File: src/rtl/ctrl_fc_sched_pkg.sv
// Shared types for the FC layer scheduler: FSM state encoding and the
// start/valid/stop control word that travels along the MAC pipeline.
package ctrl_fc_sched_pkg;

    localparam int CORE_DEF   = 8;
    localparam int LWIDTH_DEF = 10;

    typedef enum logic [2:0] {
        IDLE,
        LOAD,
        RUN,
        GAP,
        DRAIN,
        DONE
    } sched_state;

    typedef struct packed {
        logic start;
        logic valid;
        logic stop;
    } ctrl_reg;

endpackage

File: src/rtl/ctrl_fc_sched_addr_gen.sv
// Group/input counters and memory address registers for one FC layer.
// The weight address only ever increments, so no multiplier is needed.
module sched_addr_gen #(
    parameter int CORE    = 8,
    parameter int LWIDTH  = 10,
    parameter int IMGSIZE = 12,
    parameter int WSIZE   = 12,
    parameter int LANEW   = $clog2(CORE + 1)
) (
    input  logic               clk,
    input  logic               xrst,
    input  logic               load_i,
    input  logic               beat_i,
    input  logic               gap_i,
    input  logic [LWIDTH-1:0]  total_in_i,
    input  logic [LWIDTH-1:0]  total_out_i,
    input  logic [IMGSIZE-1:0] in_base_i,
    output logic [IMGSIZE-1:0] in_addr_o,
    output logic [WSIZE-1:0]   w_addr_o,
    output logic [LANEW-1:0]   lanes_o,
    output logic               first_beat_o,
    output logic               last_beat_o,
    output logic               last_group_o,
    output logic [LWIDTH-1:0]  groups_o
);

    logic [LWIDTH-1:0]  n_in_q;
    logic [LWIDTH-1:0]  i_q;
    logic [LWIDTH-1:0]  g_q;
    logic [LWIDTH-1:0]  groups_q;
    logic [LWIDTH-1:0]  rem_q;
    logic [IMGSIZE-1:0] base_q;
    logic [IMGSIZE-1:0] in_addr_q;
    logic [WSIZE-1:0]   w_addr_q;
    logic [LWIDTH:0]    out_round;
    logic [LWIDTH-1:0]  groups_d;

    // One extra bit so N_out near 2^LWIDTH does not overflow the rounding.
    assign out_round = {1'b0, total_out_i} + (LWIDTH+1)'(CORE - 1);
    assign groups_d  = LWIDTH'(out_round / (LWIDTH+1)'(CORE));

    always_ff @(posedge clk or negedge xrst) begin
        if (!xrst) begin
            n_in_q    <= '0;
            i_q       <= '0;
            g_q       <= '0;
            groups_q  <= '0;
            rem_q     <= '0;
            base_q    <= '0;
            in_addr_q <= '0;
            w_addr_q  <= '0;
        end else if (load_i) begin
            n_in_q    <= total_in_i;
            base_q    <= in_base_i;
            groups_q  <= groups_d;
            rem_q     <= total_out_i;
            i_q       <= '0;
            g_q       <= '0;
            in_addr_q <= in_base_i;
            w_addr_q  <= '0;
        end else if (beat_i) begin
            i_q       <= i_q + 1'b1;
            in_addr_q <= in_addr_q + 1'b1;
            w_addr_q  <= w_addr_q + 1'b1;
        end else if (gap_i) begin
            // w_addr already sits at (g+1)*N_in after the last beat.
            i_q       <= '0;
            in_addr_q <= base_q;
            g_q       <= g_q + 1'b1;
            if (!last_group_o) begin
                rem_q <= rem_q - LWIDTH'(CORE);
            end
        end
    end

    assign in_addr_o    = in_addr_q;
    assign w_addr_o     = w_addr_q;
    assign lanes_o      = (rem_q >= LWIDTH'(CORE)) ? LANEW'(CORE) : LANEW'(rem_q);
    assign first_beat_o = (i_q == '0);
    assign last_beat_o  = (i_q == n_in_q - 1'b1);
    assign last_group_o = (g_q == groups_q - 1'b1);
    assign groups_o     = groups_q;

endmodule

File: src/rtl/ctrl_fc_sched.sv
// FC layer scheduler: streams a layer through the pipeline one CORE-wide
// group at a time and acks once every group's stop returns from the tail.
module ctrl_fc_sched
    import ctrl_fc_sched_pkg::*;
#(
    parameter int CORE    = CORE_DEF,
    parameter int LWIDTH  = LWIDTH_DEF,
    parameter int IMGSIZE = 12,
    parameter int WSIZE   = 12
) (
    input  logic                       clk,
    input  logic                       xrst,
    input  logic                       req,
    input  logic [LWIDTH-1:0]          total_in,
    input  logic [LWIDTH-1:0]          total_out,
    input  logic [IMGSIZE-1:0]         in_base,
    input  logic                       relu_en,
    input  ctrl_reg                    in_tail,
    output ctrl_reg                    out_ctrl,
    output logic [IMGSIZE-1:0]         mem_in_addr,
    output logic [WSIZE-1:0]           mem_w_addr,
    output logic [$clog2(CORE+1)-1:0]  out_lanes,
    output logic                       relu_bypass,
    output logic                       busy,
    output logic                       ack
);

    sched_state        state_q, state_d;
    logic [LWIDTH-1:0] tail_q, tail_d;
    logic              relu_bypass_q;
    logic              load, beat, gap;
    logic              first_beat, last_beat, last_group;
    logic [LWIDTH-1:0] groups;

    sched_addr_gen #(
        .CORE    (CORE),
        .LWIDTH  (LWIDTH),
        .IMGSIZE (IMGSIZE),
        .WSIZE   (WSIZE),
        .LANEW   ($clog2(CORE + 1))
    ) u_addr_gen (
        .clk          (clk),
        .xrst         (xrst),
        .load_i       (load),
        .beat_i       (beat),
        .gap_i        (gap),
        .total_in_i   (total_in),
        .total_out_i  (total_out),
        .in_base_i    (in_base),
        .in_addr_o    (mem_in_addr),
        .w_addr_o     (mem_w_addr),
        .lanes_o      (out_lanes),
        .first_beat_o (first_beat),
        .last_beat_o  (last_beat),
        .last_group_o (last_group),
        .groups_o     (groups)
    );

    // Tail stops are counted in every busy state, so one landing on the
    // GAP->DRAIN edge is not lost.
    always_comb begin
        tail_d = tail_q;
        if (state_q == LOAD) begin
            tail_d = '0;
        end else if (state_q != IDLE && in_tail.stop) begin
            tail_d = tail_q + 1'b1;
        end
    end

    always_ff @(posedge clk or negedge xrst) begin
        if (!xrst) begin
            state_q       <= IDLE;
            tail_q        <= '0;
            relu_bypass_q <= 1'b0;
        end else begin
            state_q <= state_d;
            tail_q  <= tail_d;
            if (state_q == LOAD) begin
                relu_bypass_q <= !relu_en;
            end
        end
    end

    always_comb begin
        state_d  = state_q;
        out_ctrl = '0;
        busy     = (state_q != IDLE);
        ack      = 1'b0;
        load     = 1'b0;
        beat     = 1'b0;
        gap      = 1'b0;
        case (state_q)
            IDLE: begin
                if (req) state_d = LOAD;
            end
            LOAD: begin
                load    = 1'b1;
                state_d = RUN;
            end
            RUN: begin
                out_ctrl.valid = 1'b1;
                out_ctrl.start = first_beat;
                beat           = 1'b1;
                if (last_beat) state_d = GAP;
            end
            GAP: begin
                out_ctrl.stop = 1'b1;
                gap           = 1'b1;
                state_d       = last_group ? DRAIN : RUN;
            end
            DRAIN: begin
                // Look at the next count so ack follows the last tail stop by one cycle.
                if (tail_d >= groups) state_d = DONE;
            end
            DONE: begin
                ack     = 1'b1;
                state_d = IDLE;
            end
            default: state_d = IDLE;
        endcase
    end

    assign relu_bypass = relu_bypass_q;

endmodule
File: config.mk
export PLATFORM = sky130hd
export DESIGN_NAME = ctrl_fc_sched
export DESIGN_NICKNAME = d
export VERILOG_FILES = /design/src/rtl/ctrl_fc_sched_pkg.sv /design/src/rtl/ctrl_fc_sched_addr_gen.sv /design/src/rtl/ctrl_fc_sched.sv
export SDC_FILE = /design/constraint.sdc
export NUM_CORES = 1
export LEC_CHECK = 0
export BUFFER_PORTS_ARGS = -buffer_cell sky130_fd_sc_hd__clkbuf_2
export CORE_MARGIN = 5
export CORE_UTILIZATION = 65
export CTS_BUF_LIST = sky130_fd_sc_hd__clkbuf_8
export DETAILED_ROUTE_END_ITERATION = 12
export HOLD_SLACK_MARGIN = 0.08
export PLACE_DENSITY = 0.94
export SLEW_MARGIN = 10
export SYNTH_ARGS = -nofsm -noshare
export SYNTH_HDL_FRONTEND = slang
export SYNTH_SLANG_ARGS = --single-unit
File: constraint.sdc
create_clock -name clk -period 5.19 [get_ports clk]
set_input_delay 0.2595 -clock clk [delete_from_list [all_inputs] [get_ports clk]]
set_output_delay 0.2595 -clock clk [all_outputs]
set_load 0.01 [all_outputs]
==> reports/metrics.cfg, run 1 <==
[drt]
via_per_inst = 6.32
wl_per_cell_um = 17.6
drtPass1Iterations = 5
initialDrtViolationCount = 476
routed-via-count = 5327
ant_nets = 0
drt_wl_total_mm = 14.8
drcViolationCount = 0

[global_routing]
grt_max_degree = 73
grt_pass1_wl_mm = 25.2
grt_util_all_layers = 0.275
grt_overflow_total = 0
antenna_found_initial = 0
grt_pass1_vias = 5328

[placed_design]
placed_cell_area_um2 = 6150
gp_congestion = 0.892
post-dp-hpwl_mm = 10.4
place_inst = 821
place_ws_ns = 1.59
port_buffers = 70

[sta]
finalCritPeriodShare = 0.714
skew_ns = 0.0101
finalCriticalPeriod_ns = 3.71
finalHoldViolCount = 0
fin_ws_ns = 1.48
drv_slew = 0
setup_viol_count_final = 0
tightest_slew_ns = 1.05
slew-limit-headroom = 0.300
fmax_mhz = 270
fin_hold_ws_ns = 0.0923
rsz0062_at_grt = no
setup-tns-final_ns = 0

[die]
start_util = 0.667
fp.dieH_um = 105
pin_count = 73
core_area_um2 = 8760
die_w_um = 105
row_count = 34
dieArea_um2 = 11000

[cts]
cts_buffer_depth = 2
postCtsSetupBuffers = 0
path_clk_slew_ns = 0.10
cts_htree_levels = 3
cts_root_buf = clkbuf_8
numCtsBuffers = 9
cts_tree = built
clk_latency_ns = 0.37
cts.sinks = 98

[synthesis]
yosysUniqueCellTypes = 67
mappedNetlistArea_um2 = 5850
syn_inst = 675
yosysWarnings = 0
synth_top_area_share = 0.420
yosys-top-cells-area = dfrtp_1 42%, nand2_1 7.3%, o21ai_0 5.7%
synth_ff_type = dfrtp_1
async_reset_ff_frac = 1.00
ys_ff_latch = 98
postSynthAreaPerCell_um2 = 8.66
synth_top_area_cell = dfrtp_1
syn_nets = 731
seq_area_frac_synth = 0.420
synth-edff-count = 0

[critical_path]
end_kind = register
start_kind = register
required_ns = 5.44
critPathKind = reg2reg
worst-path-max-fanout = 26
cp-startpoint = state_q[1]$_DFFE_PN0P_
r2r_start = state_q[1]$_DFFE_PN0P_
cp.arrival_ns = 3.96

[hold_path]
holdCritStartpoint = total_in[2]
worstHoldPathType = in2reg

[power]
power.density_nw_per_um2 = 366
p_leak_nw = 2.98
p_total_mw = 2.35
max-vdd-ir-drop_mv = 0.235

[final_layout]
antenna_cells = 0
multi_input_area_um2 = 3060
finalCoreUtilization = 0.733
syn_to_final_growth_pct = 9.87
final_area_um2 = 6420
drive_above_1_share = 0.154
final_cells = 843
seq_area_um2 = 2450
nets = 788
fill_cells = 605

[flow_run]
maxCapViolCount = 0

[outcome]
status = complete, no violations

## synthesized netlist by cell type (4+ instances only)
cell type    n
nand2_1    113
dfrtp_1     98
o21ai_0     66
nor2_1      48
a21oi_1     40
inv_1       32
xor2_1      25
clkbuf_1    22
xnor2_1     20
nand3_1     19
and3_1      17
ha_1        17
nor3_1      13
nand4_1     12
a211oi_1     9
nor4_1       9
or3_1        7
clkbuf_8     6
nand2b_1     6
and2_1       5
a22o_1       4
a31oi_1      4
mux2i_1      4
nor2b_1      4
o22ai_1      4
or2_2        4
## worst max-delay path, stage by stage (launching register included)
cell and delay (ns):
dfrtp_1 1.00, inv_1 0.42, or3_1 0.70, inv_1 0.55
and3_1 0.28, nor3b_2 0.28, nand3_1 0.14, xor2_1 0.15
nor2_1 0.05
## power by group
| part | leakage (nW) | total (mW) | switching (mW) | internal (mW) |
|---|---|---|---|---|
| Clock | 0.0904 | 0.502 | 0.270 | 0.232 |
| Combinational | 1.68 | 0.718 | 0.389 | 0.329 |
| Sequential | 1.21 | 1.13 | 0.215 | 0.918 |
## cells by family after synthesis
group	count (synthesis)	synth area share
and+or+nand+nor	277	0.231
buffers and inverters	69	0.0589
DFF	98	0.420
xor gates and xnor gates	45	0.0674
adders and majority gates	17	0.0364
muxes	6	0.0113
AOI/OAI and AO/OA	163	0.176
## final cells by class
class                      count  area share
multi-input combinational    508       0.476
sequential                    98       0.382
timing repair buffer          82      0.0721
clock buffer                  10      0.0214
tap                          108      0.0210
inverter                      33      0.0193
clock inverter                 4     0.00838
## routing by layer
metal  vias up  GRT usage  part of all wire
met5         -          0                 0
met2       284      0.455              0.50
met1      2532      0.353              0.39
met3        54     0.0475             0.080
met4         0      0.127             0.028
li1       2457          -                 -
## registers in the layout, indices dropped and copies added (netlist names), 10 cells and up
signal	count
tail_q	10
u_addr_gen.base_q	12
u_addr_gen.g_q	10
u_addr_gen.i_q	10
u_addr_gen.in_addr_o	12
u_addr_gen.n_in_q	10
u_addr_gen.rem_q	10
u_addr_gen.w_addr_o	12
## timing repair
action | CTS | global route
gates resized for setup | 0 | 0
hold endpoints to repair | 33 | 0
hold buffers | 8 | 0
## path summary, 6_finish.rpt
check,slack (ns),cells after the start,to
hold / removal,0.09,3,u_addr_gen.n_in_q[2]$_DFFE_PN0N_
hold reg to reg,0.47,2,u_addr_gen.base_q[6]$_DFFE_PN0N_
setup reg to reg,1.48,8,u_addr_gen.w_addr_o[9]$_DFFE_PN0P_
max in group asynchronous,3.63,3,tail_q[1]$_DFF_PN0_
setup / recovery,1.48,8,u_addr_gen.w_addr_o[9]$_DFFE_PN0P_
min in group asynchronous,0.33,2,relu_bypass$_DFFE_PN0N_
## placed cells by master, fill, tap and decap left out, types with 13 or more instances in the layout
master and count:
a21oi_1 40, and3_1 17, clkbuf_2 69, dfrtp_1 98
ha_1 17, inv_1 32, nand2_1 113, nand3_1 19
nor2_1 47, nor3_1 13, o21ai_0 66, xnor2_1 20
xor2_1 25
Note: power is estimated with default switching activity, not from simulation.
==> run 2, diff against run 1 <==
Settings changed: CORE_UTILIZATION 65 to 55, PLACE_DENSITY 0.94 to 0.85.
Clock period 5.19 ns to 3.4 ns, I/O delays scaled along.
==> reports/metrics.cfg, run 2 (synthesis results as in run 1) <==
[die]
start_util = 0.566  ; -0.101
row_count = 37  ; +8.8%
fp.dieH_um = 113  ; +7.9%
core_area_um2 = 10300  ; +18%
die_w_um = 113  ; +7.9%
dieArea_um2 = 12800  ; +16%
pin_count = 73  ; unchanged

[outcome]
status = complete, no violations

[power]
pwr-share-comb = 0.303  ; -0.002
swShare = 0.376  ; +0.00481
p_leak_nw = 3.13  ; +5.0%
internal_power_mw = 2.27  ; +54%
p_total_mw = 3.64  ; +55%
switching_power_mw = 1.37  ; +57%
max-vdd-ir-drop_mv = 0.414  ; +76%
pwr-share-seq = 0.476  ; -0.006
power.density_nw_per_um2 = 539  ; +47%
power.share.clock = 0.221  ; +0.008

[critical_path]
cp.buffers_inverters = 2  ; unchanged
critical-path-max-stage-delay_ns = 0.78  ; -0.22 ns
slowest_stage = a2111oi_4
cpLargestDelayFamily = compound AO/OA/AOI/OAI gates
worst-path-max-fanout = 14  ; -46%
cp.arrival_ns = 3.19  ; -0.77 ns
crit_chain = inv_1, ha_1, nor3b_2, and4_1, o2111ai_1, a2111oi_4, buf_4, nand3_1, o21ai_0
critPathKind = reg2reg
end_kind = register
required_ns = 3.69  ; -1.75 ns
start_kind = register

[cts]
cts_htree_levels = 3  ; unchanged
cts_tree = built
path_clk_slew_ns = 0.10  ; about the same
cts_root_buf = clkbuf_8
cts_buffer_depth = 2  ; unchanged
ctsResizeCount = 0  ; unchanged
cts.sinks = 98  ; unchanged
clk_latency_ns = 0.38  ; about the same
numCtsBuffers = 9  ; unchanged

[sta]
skew_ns = 0.0182  ; +0.00811 ns
finalCriticalPeriod_ns = 2.90  ; -0.804 ns
drv_slew = 0  ; unchanged
fin_ws_ns = 0.499  ; -0.986 ns
slew-limit-headroom = 0.362  ; +0.0624
rsz0062_at_grt = no
finalCritPeriodShare = 0.853  ; +0.139
tightest_slew_ns = 0.957  ; -0.0936 ns
fmax_mhz = 345  ; +28%
setup-tns-final_ns = 0  ; unchanged
setup_viol_count_final = 0  ; unchanged
finalHoldViolCount = 0  ; unchanged

[drt]
drcViolationCount = 0  ; unchanged
routed-via-count = 5379  ; +0.98%
drt_wl_total_mm = 14.9  ; +0.53%
wl_per_cell_um = 16.5  ; -6.3%
initialDrtViolationCount = 514  ; +8.0%
drtPass1Iterations = 7  ; +2
ant_nets = 0  ; unchanged
via_per_inst = 5.95  ; -5.8%

[final_layout]
nets = 819  ; +3.9%
final_area_um2 = 6760  ; +5.2%
syn_to_final_growth_pct = 15.6
antenna_cells = 0  ; unchanged
final_common_cell = nand2_1
layout_common_cells = 113 x nand2_1, 98 x dfrtp_1, 69 x clkbuf_2, 66 x o21ai_0, 47 x nor2_1
fill_cells = 821  ; +36%
finalCoreUtilization = 0.654  ; -0.0784
drive_above_1_share = 0.164  ; +0.0103

[placed_design]
place_ws_ns = 0.564  ; -1.03 ns
port_buffers = 70  ; unchanged
placed_cell_area_um2 = 6270  ; +1.9%
post-dp-hpwl_mm = 10.3  ; -0.14%
gp_congestion = 0.887  ; -0.54%

[global_routing]
grt_pass1_wl_mm = 25.2  ; about the same
antenna_found_initial = 0  ; unchanged
grt_util_all_layers = 0.240  ; -0.0351
grt_overflow_total = 0  ; unchanged
grt_pass1_vias = 5306  ; -0.41%
grt_max_degree = 49  ; -33%

[flow_run]
maxCapViolCount = 0  ; unchanged

[hold_path]
worstHoldPathType = in2reg

run 2: final cells by class:
type | count | area [µm²] | area share
Clock buffer | 9 | 124 | 0.0183
Clock inverter | 7 | 83.8 | 0.0124
Timing Repair Buffer | 113 | 746 | 0.110
Multi-Input combinational cell | 508 | 3060 | 0.452
Inverter | 33 | 124 | 0.0183
Sequential cell | 98 | 2450 | 0.363
Tap cell | 136 | 170 | 0.0252
run 2: worst paths after layout:
path / from / endpoint / slack, ns / depth (start not counted)
worst min-delay path: total_out[5] / u_addr_gen.rem_q[5]$_DFFE_PN0P_ / 0.11 / 3
min in group asynchronous: xrst / u_addr_gen.base_q[11]$_DFFE_PN0N_ / 0.30 / 2
max in group asynchronous: xrst / u_addr_gen.in_addr_o[5]$_DFFE_PN0P_ / 2.27 / 3
worst max-delay path: u_addr_gen.groups_o[0]$_DFFE_PN0N_ / state_q[2]$_DFFE_PN0P_ / 0.50 / 9
worst max register to register: u_addr_gen.groups_o[0]$_DFFE_PN0N_ / state_q[2]$_DFFE_PN0P_ / 0.50 / 9
worst min register to register: u_addr_gen.base_q[6]$_DFFE_PN0N_ / u_addr_gen.base_q[6]$_DFFE_PN0N_ / 0.47 / 2
run 2: tightest hold or removal path: cells and delay by family:
kind                   cells  cell delay, ns
and+or+nand+nor            1            0.06
AOI/OAI and AO/OA          1            0.09
buffers and inverters      1            0.12
run 2: per-stage QoR:
stage,hold WS (ns),cells
2_1_floorplan,-0.126,675
3_3_place_gp,0.179,860
3_5_place_dp,0.191,860
4_1_cts,0.0958,904
5_1_grt,0.129,904
6_report,0.115,904
run 2: power groups by stage:
stage | registers [mW] | clock network, mW | logic (mW)
floorplan | 1.71 | 0 | 0.700
global placement | 1.72 | 0 | 1.00
detailed placement | 1.74 | 0 | 1.07
CTS | 1.72 | 0.818 | 1.11
global route | 1.77 | 0.873 | 1.25
finish | 1.73 | 0.805 | 1.11
run 2: what timing repair did:
action / 4_1_cts / 5_1_grt
hold buffers: 28 / 0
endpoints found under the hold margin: 66 / 0
setup buffers: 0 / 0
run 2: metal layers:
layer | GRT usage | wire length (µm)
met1 | 0.312 | 6240
met2 | 0.399 | 7360
met3 | 0.0412 | 962
met4 | 0.0962 | 336
met5 | 0 | 0
